`config.mk`:
```
export PLATFORM = sky130hd
export DESIGN_NAME = hid_accum_ctrl_flat
export DESIGN_NICKNAME = d
export VERILOG_FILES = /design/src/rtl/hid_accum_ctrl_pkg.sv /design/src/rtl/hid_accum_ctrl_if.sv /design/src/rtl/hid_accum_ctrl_ap_adder.sv /design/src/rtl/hid_accum_ctrl.sv /design/src/flat_wrapper.sv
export SDC_FILE = /design/constraint.sdc
export NUM_CORES = 1
export LEC_CHECK = 0
export ABC_AREA = 0
export CAP_MARGIN = 20
export CELL_PAD_IN_SITES_DETAIL_PLACEMENT = 2
export CELL_PAD_IN_SITES_GLOBAL_PLACEMENT = 2
export CORE_MARGIN = 10
export CORE_UTILIZATION = 26
export CTS_BUF_LIST = sky130_fd_sc_hd__clkbuf_2
export DETAILED_ROUTE_END_ITERATION = 6
export GPL_ROUTABILITY_DRIVEN = 0
export PLACE_DENSITY_LB_ADDON = 0.25
export SYNTH_ARGS = -nofsm -noshare
export SYNTH_HDL_FRONTEND = slang
export SYNTH_SLANG_ARGS = --single-unit
```
`constraint.sdc`:
```
create_clock -name clk -period 2.55 [get_ports clk]
set_clock_uncertainty 0.2 [all_clocks]
set_input_delay 0.255 -clock clk [delete_from_list [all_inputs] [get_ports clk]]
set_output_delay 0.255 -clock clk [all_outputs]
set_load 0.02 [all_outputs]
```
`src/rtl/hid_accum_ctrl_pkg.sv`:
```
// rbm_pkg: shared datapath width, saturation rails and accumulator FSM states
package rbm_pkg;
  localparam int bitlength = 12;
  localparam logic [bitlength-1:0] SAT_POS = {1'b0, {(bitlength-1){1'b1}}};
  localparam logic [bitlength-1:0] SAT_NEG = {1'b1, {(bitlength-2){1'b0}}, 1'b1};
  typedef enum logic [1:0] {IDLE, ACC, DONE} state_t;
endpackage

```
`src/rtl/hid_accum_ctrl_if.sv`:
```
// hid_accum_ctrl_if: control (start/abort/bias), term stream in (valid/ready) and sum stream out (valid/ready) plus busy
interface hid_accum_ctrl_if #(parameter int W = 12);
  logic         start;
  logic         abort;
  logic [W-1:0] bias;
  logic         term_valid;
  logic [W-1:0] term_data;
  logic         term_mask;
  logic         term_ready;
  logic         sum_valid;
  logic [W-1:0] sum_data;
  logic         sum_sat;
  logic         sum_ready;
  logic         busy;
  modport master (
    output start, abort, bias, term_valid, term_data, term_mask, sum_ready,
    input  term_ready, sum_valid, sum_data, sum_sat, busy
  );
  modport slave (
    input  start, abort, bias, term_valid, term_data, term_mask, sum_ready,
    output term_ready, sum_valid, sum_data, sum_sat, busy
  );
endinterface

```
`src/rtl/hid_accum_ctrl_ap_adder.sv`:
```
// ap_adder: combinational symmetric saturating add (a, b -> y, ovf); rails are +/-(2^(W-1)-1), most-negative code never emitted
module ap_adder
  import rbm_pkg::*;
#(
  parameter int W = bitlength
) (
  input  logic [W-1:0] a,
  input  logic [W-1:0] b,
  output logic [W-1:0] y,
  output logic         ovf
);
  localparam logic [W-1:0] POS = {1'b0, {(W-1){1'b1}}};
  localparam logic [W-1:0] NEG = {1'b1, {(W-2){1'b0}}, 1'b1};
  localparam logic [W-1:0] MIN = {1'b1, {(W-1){1'b0}}};
  logic [W-1:0] tmp;
  always_comb begin
    tmp = a + b;
    ovf = (a[W-1] == b[W-1]) && (tmp[W-1] != a[W-1]);
    y   = ovf ? (a[W-1] ? NEG : POS) : (tmp == MIN ? NEG : tmp);
  end
endmodule

```
`src/rtl/hid_accum_ctrl.sv`:
```
// hid_accum_ctrl: hidden-unit pre-activation sequencer (clk, rst_n, bus: start/abort/bias, term valid/ready in, sum valid/ready out, busy)
module hid_accum_ctrl
  import rbm_pkg::*;
#(
  parameter int W    = bitlength,
  parameter int NVIS = 16,
  parameter int CNTW = $clog2(NVIS + 1)
) (
  input logic             clk,
  input logic             rst_n,
  hid_accum_ctrl_if.slave bus
);
  localparam logic [CNTW-1:0] LAST = CNTW'(NVIS - 1);
  state_t          state_q, state_d;
  logic [W-1:0]    acc_q, acc_d, term_g, add_y;
  logic [CNTW-1:0] cnt_q, cnt_d;
  logic            sat_q, sat_d, add_ovf, accept, load;
  assign term_g         = bus.term_mask ? bus.term_data : '0;
  assign bus.term_ready = state_q == ACC && !bus.abort;
  assign bus.sum_valid  = state_q == DONE;
  assign bus.sum_data   = acc_q;
  assign bus.sum_sat    = sat_q;
  assign bus.busy       = state_q != IDLE;
  ap_adder #(.W(W)) u_add (
    .a  (acc_q),
    .b  (term_g),
    .y  (add_y),
    .ovf(add_ovf)
  );
  always_comb begin
    accept  = bus.term_valid && bus.term_ready;
    load    = bus.start && !bus.abort && (state_q == IDLE || (state_q == DONE && bus.sum_ready));
    state_d = state_q;
    acc_d   = acc_q;
    cnt_d   = cnt_q;
    sat_d   = sat_q;
    if (load) begin
      state_d = ACC;
      acc_d   = bus.bias;
      cnt_d   = '0;
      sat_d   = 1'b0;
    end else if (accept) begin
      acc_d   = add_y;
      sat_d   = sat_q | add_ovf;
      cnt_d   = cnt_q + 1'b1;
      state_d = cnt_q == LAST ? DONE : ACC;
    end else if (state_q == DONE && bus.sum_ready) begin
      state_d = IDLE;
    end
    if (bus.abort) state_d = IDLE;
  end
  always_ff @(posedge clk or negedge rst_n) begin
    if (!rst_n) begin
      state_q <= IDLE;
      acc_q   <= '0;
      cnt_q   <= '0;
      sat_q   <= 1'b0;
    end else begin
      state_q <= state_d;
      acc_q   <= acc_d;
      cnt_q   <= cnt_d;
      sat_q   <= sat_d;
    end
  end
endmodule

```
`src/flat_wrapper.sv`:
```
// flat-port wrapper written by rule: the top's interface ports become plain ports
module hid_accum_ctrl_flat import rbm_pkg::*;
#(
  parameter int W    = bitlength,
  parameter int NVIS = 16,
  parameter int CNTW = $clog2(NVIS + 1)
)
  (clk, rst_n, bus_start, bus_abort, bus_bias, bus_term_valid, bus_term_data, bus_term_mask, bus_sum_ready, bus_term_ready, bus_sum_valid, bus_sum_data, bus_sum_sat, bus_busy);
  hid_accum_ctrl_if #(.W(W)) bus_i ();
  input logic clk;
  input logic rst_n;
  input wire logic [$bits(bus_i.start)-1:0] bus_start;
  input wire logic [$bits(bus_i.abort)-1:0] bus_abort;
  input wire logic [$bits(bus_i.bias)-1:0] bus_bias;
  input wire logic [$bits(bus_i.term_valid)-1:0] bus_term_valid;
  input wire logic [$bits(bus_i.term_data)-1:0] bus_term_data;
  input wire logic [$bits(bus_i.term_mask)-1:0] bus_term_mask;
  input wire logic [$bits(bus_i.sum_ready)-1:0] bus_sum_ready;
  output wire logic [$bits(bus_i.term_ready)-1:0] bus_term_ready;
  output wire logic [$bits(bus_i.sum_valid)-1:0] bus_sum_valid;
  output wire logic [$bits(bus_i.sum_data)-1:0] bus_sum_data;
  output wire logic [$bits(bus_i.sum_sat)-1:0] bus_sum_sat;
  output wire logic [$bits(bus_i.busy)-1:0] bus_busy;
  assign bus_i.start = bus_start;
  assign bus_i.abort = bus_abort;
  assign bus_i.bias = bus_bias;
  assign bus_i.term_valid = bus_term_valid;
  assign bus_i.term_data = bus_term_data;
  assign bus_i.term_mask = bus_term_mask;
  assign bus_i.sum_ready = bus_sum_ready;
  assign bus_term_ready = bus_i.term_ready;
  assign bus_sum_valid = bus_i.sum_valid;
  assign bus_sum_data = bus_i.sum_data;
  assign bus_sum_sat = bus_i.sum_sat;
  assign bus_busy = bus_i.busy;
  hid_accum_ctrl #(.W(W), .NVIS(NVIS), .CNTW(CNTW)) u_core (.clk(clk), .rst_n(rst_n), .bus(bus_i));
endmodule
```
==> results.sh <==
export IMPL_clk_pin_slew_ns=0.25
export IMPL_hp_class="in -> async"
export IMPL_path_class="in -> reg"
export IMPL_crit_arrival_ns=2.71
export IMPL_syn_num_nets=252
export IMPL_die_width_um=103
export IMPL_clockRootBuffer="clkbuf_2"
export IMPL_layout_drive_gt1_share_pct=33.0
export IMPL_critPathLaunchType="input pin"
export IMPL_htreeDepth=1
export IMPL_overflow=0
export IMPL_syn_to_final_growth_pct=64.8
export IMPL_hold_violations=0
export IMPL_tns_ns=-0.0784
export IMPL_diodes=0
export IMPL_start_util_pct=26.6
export IMPL_grt_antenna_before_repair=0
export IMPL_place_inst=375
export IMPL_irDropWorstVdd_uv=279
export IMPL_ys_async_sr_fraction_pct=100
export IMPL_grt_use_met1_pct=17.9
export IMPL_final_core_util_pct=43.8
export IMPL_rsz0062_at_grt="yes"
export IMPL_nNetsFinal=355
export IMPL_synth_distinct_cells=46
export IMPL_vias=2030
export IMPL_place_detailed_hpwl_um=5700
export IMPL_netlist_instances=207
export IMPL_fillers=747
export IMPL_cts_tree="built"
export IMPL_routed_wl_um=8240
export IMPL_ys_warn_count=0
export IMPL_io_pin_count=47
export IMPL_critical_path_required_ns=2.63
export IMPL_use_met2_pct=25.7
export IMPL_synth_avg_cell_area_um2=8.63
export IMPL_clock_latency_ns=0.36
export IMPL_yosysSeqAreaShare_pct=28.0
export IMPL_grt_pass1_vias=2295
export IMPL_critPathCaptureType="register"
export IMPL_synth_area_leaders="dfrtp_1, ha_1, a21oi_2"
export IMPL_drc_errors=0
export IMPL_min_period_over_period_pct=103
export IMPL_cts_buffers=3
export IMPL_grt_busiest_layer="met2"
export IMPL_maxCapViolations=0
export IMPL_dpl_cell_area_mm2=0.00268
export IMPL_cts_sinks=20
export IMPL_viasPerCell=5.22
export IMPL_outcome="finished with violations"
export IMPL_p_total_uw=2390
export IMPL_p_leak_uw=0.00134
export IMPL_tightest_slew_ns=0.455
export IMPL_fmax_mhz=380
export IMPL_min_period_ns=2.63
export IMPL_die_h_um=103
export IMPL_fp_row_count=30
export IMPL_slew_viol_final=0
export IMPL_synth_top_cell_by_area="dfrtp_1"
export IMPL_maxSlewHeadroom_pct=69.4
export IMPL_finalSetupViolCount=1
export IMPL_fin_ws_ns=-0.0784
export IMPL_cts_buffer_depth=2
export IMPL_ys_ff_latch=20
export IMPL_grt_pass1_wl_um=12000
export IMPL_design_core_area_mm2=0.00672
export IMPL_grt_max_degree=21
export IMPL_ant_nets=0
export IMPL_use_met3_pct=1.61
export IMPL_syn_area_mm2=0.00179
export IMPL_yosysTopAreaCellShare_pct=28.0
export IMPL_power_density_mw_per_mm2=810
export IMPL_synth_top_flop_cell="dfrtp_1"
export IMPL_synth_edff_count=0
export IMPL_io_buffers=46
export IMPL_drtIter0Drc=64
export IMPL_path_max_fanout=2
export IMPL_fin_area_mm2=0.00295
export IMPL_dr_pass1_iters=4
export IMPL_instances_no_fill=389
export IMPL_die_area_mm2=0.0106
export IMPL_track_usage_pct=14.3
export IMPL_violations="setup timing"
export IMPL_routedWlPerCell_um=21.2
stage by stage:
stage	setup WS, ns	hold WS, ns
2_1_floorplan	0.0164	-0.241
3_3_place_gp	-0.453	0.260
3_5_place_dp	-0.472	0.266
4_1_cts	0.00116	0.00187
5_1_grt	-0.164	0.0260
6_report	-0.0784	0.00435
worst paths after layout:
check                                        from                       to  slack [ns]  depth (start not counted)
setup / recovery                 bus_term_data[0]   u_core.bus.sum_data[0]       -0.08                         10
hold / removal                              rst_n   u_core.bus.sum_data[3]       0.004                          2
setup reg to reg           u_core.bus.sum_data[0]   u_core.bus.sum_data[0]       -0.04                          8
hold reg to reg                u_core.bus.sum_sat       u_core.bus.sum_sat        0.31                          1
max in group asynchronous                   rst_n          u_core.cnt_q[4]        1.91                          2
min in group clk                     bus_bias[11]  u_core.bus.sum_data[11]        0.26                          2
Yosys cell counts, types with 7 or more instances:
master / number
nand2b_1: 8
a21oi_2: 13
o21ai_0: 9
nand2_1: 17
and2_1: 12
dfrtp_1: 20
a21o_1: 9
ha_1: 13
a21oi_1: 10
inv_1: 10
nor2_1: 7
o22ai_1: 11
placed cells by master (no fill, tap or decap), types with 7 or more instances in the layout:
cell / synthesis / routed
a21oi_1: 10 / 7
ha_1: 13 / 11
and2_1: 12 / 11
clkdlybuf4s50_1: 0 / 45
o22ai_1: 11 / 11
a21oi_2: 13 / 15
dfrtp_1: 20 / 20
a21o_1: 9 / 9
nor2_1: 7 / 7
inv_1: 10 / 10
nand2_1: 17 / 17
o21ai_0: 9 / 7
buf_4: 1 / 55
nand2b_1: 8 / 7
cells by family (layout without fill, tap and decap cells):
kind of cell	count (synthesis)	after routing	share of synthesized area [%]
buffers and inverters	19	120	4.83
muxes	2	2	1.12
and+or+nand+nor	71	72	21.9
AOI/OAI and AO/OA	73	73	30.0
adders and majority gates	14	14	10.2
xor gates and xnor gates	8	8	3.92
DFF	20	20	28.0
per-layer routing:
metal	up-vias	share of wire, %	wire length, um
li1	970	-	-
met1	1025	44	3650
met4	0	0.78	64
met3	4	2.7	225
met5	-	0	0
met2	31	52	4300
timing repair:
action,4_1_cts,5_1_grt
gates resized for setup,16,14
endpoints found under the setup margin,12,12
cloned,1,1
pin swaps,13,7
buffers inserted,4,5
hold buffers,0,0
endpoints found under the hold margin,0,0
sequential cells by signal, summed over array words and instances (netlist names):
| register | cells |
|---|---|
| u_core.cnt_q | 5 |
| u_core.state_q | 2 |
| u_core.bus.sum_sat | 1 |
| u_core.bus.sum_data | 12 |
final cells by class:
class / count / area [um^2] / share of cell area [%]
multi-input cells: 169 / 1330 / 45.3
clock inverters: 1 / 30.0 / 1.02
repair buffers: 106 / 928 / 31.5
inverters: 10 / 37.5 / 1.27
clock buffers: 3 / 15.0 / 0.510
flip-flops and latches: 20 / 500 / 17.0
well taps: 80 / 100 / 3.40
power by group:
group | internal, uW | leakage [uW] | switching (uW)
combinational | 823 | 0.00107 | 836
clock | 135 | 0.0000266 | 125
sequential | 384 | 0.000242 | 83.1
critical path, cell delays in order:
cell and delay [ns]:
clkdlybuf4s50_1 0.46, and2_4 0.16, ha_4 0.14, inv_1 0.06
fa_2 0.37, buf_4 0.15, xnor2_1 0.15, nor4_1 0.45
o2111ai_2 0.25, o41ai_4 0.26
Power figures use the tool's default switching activity.
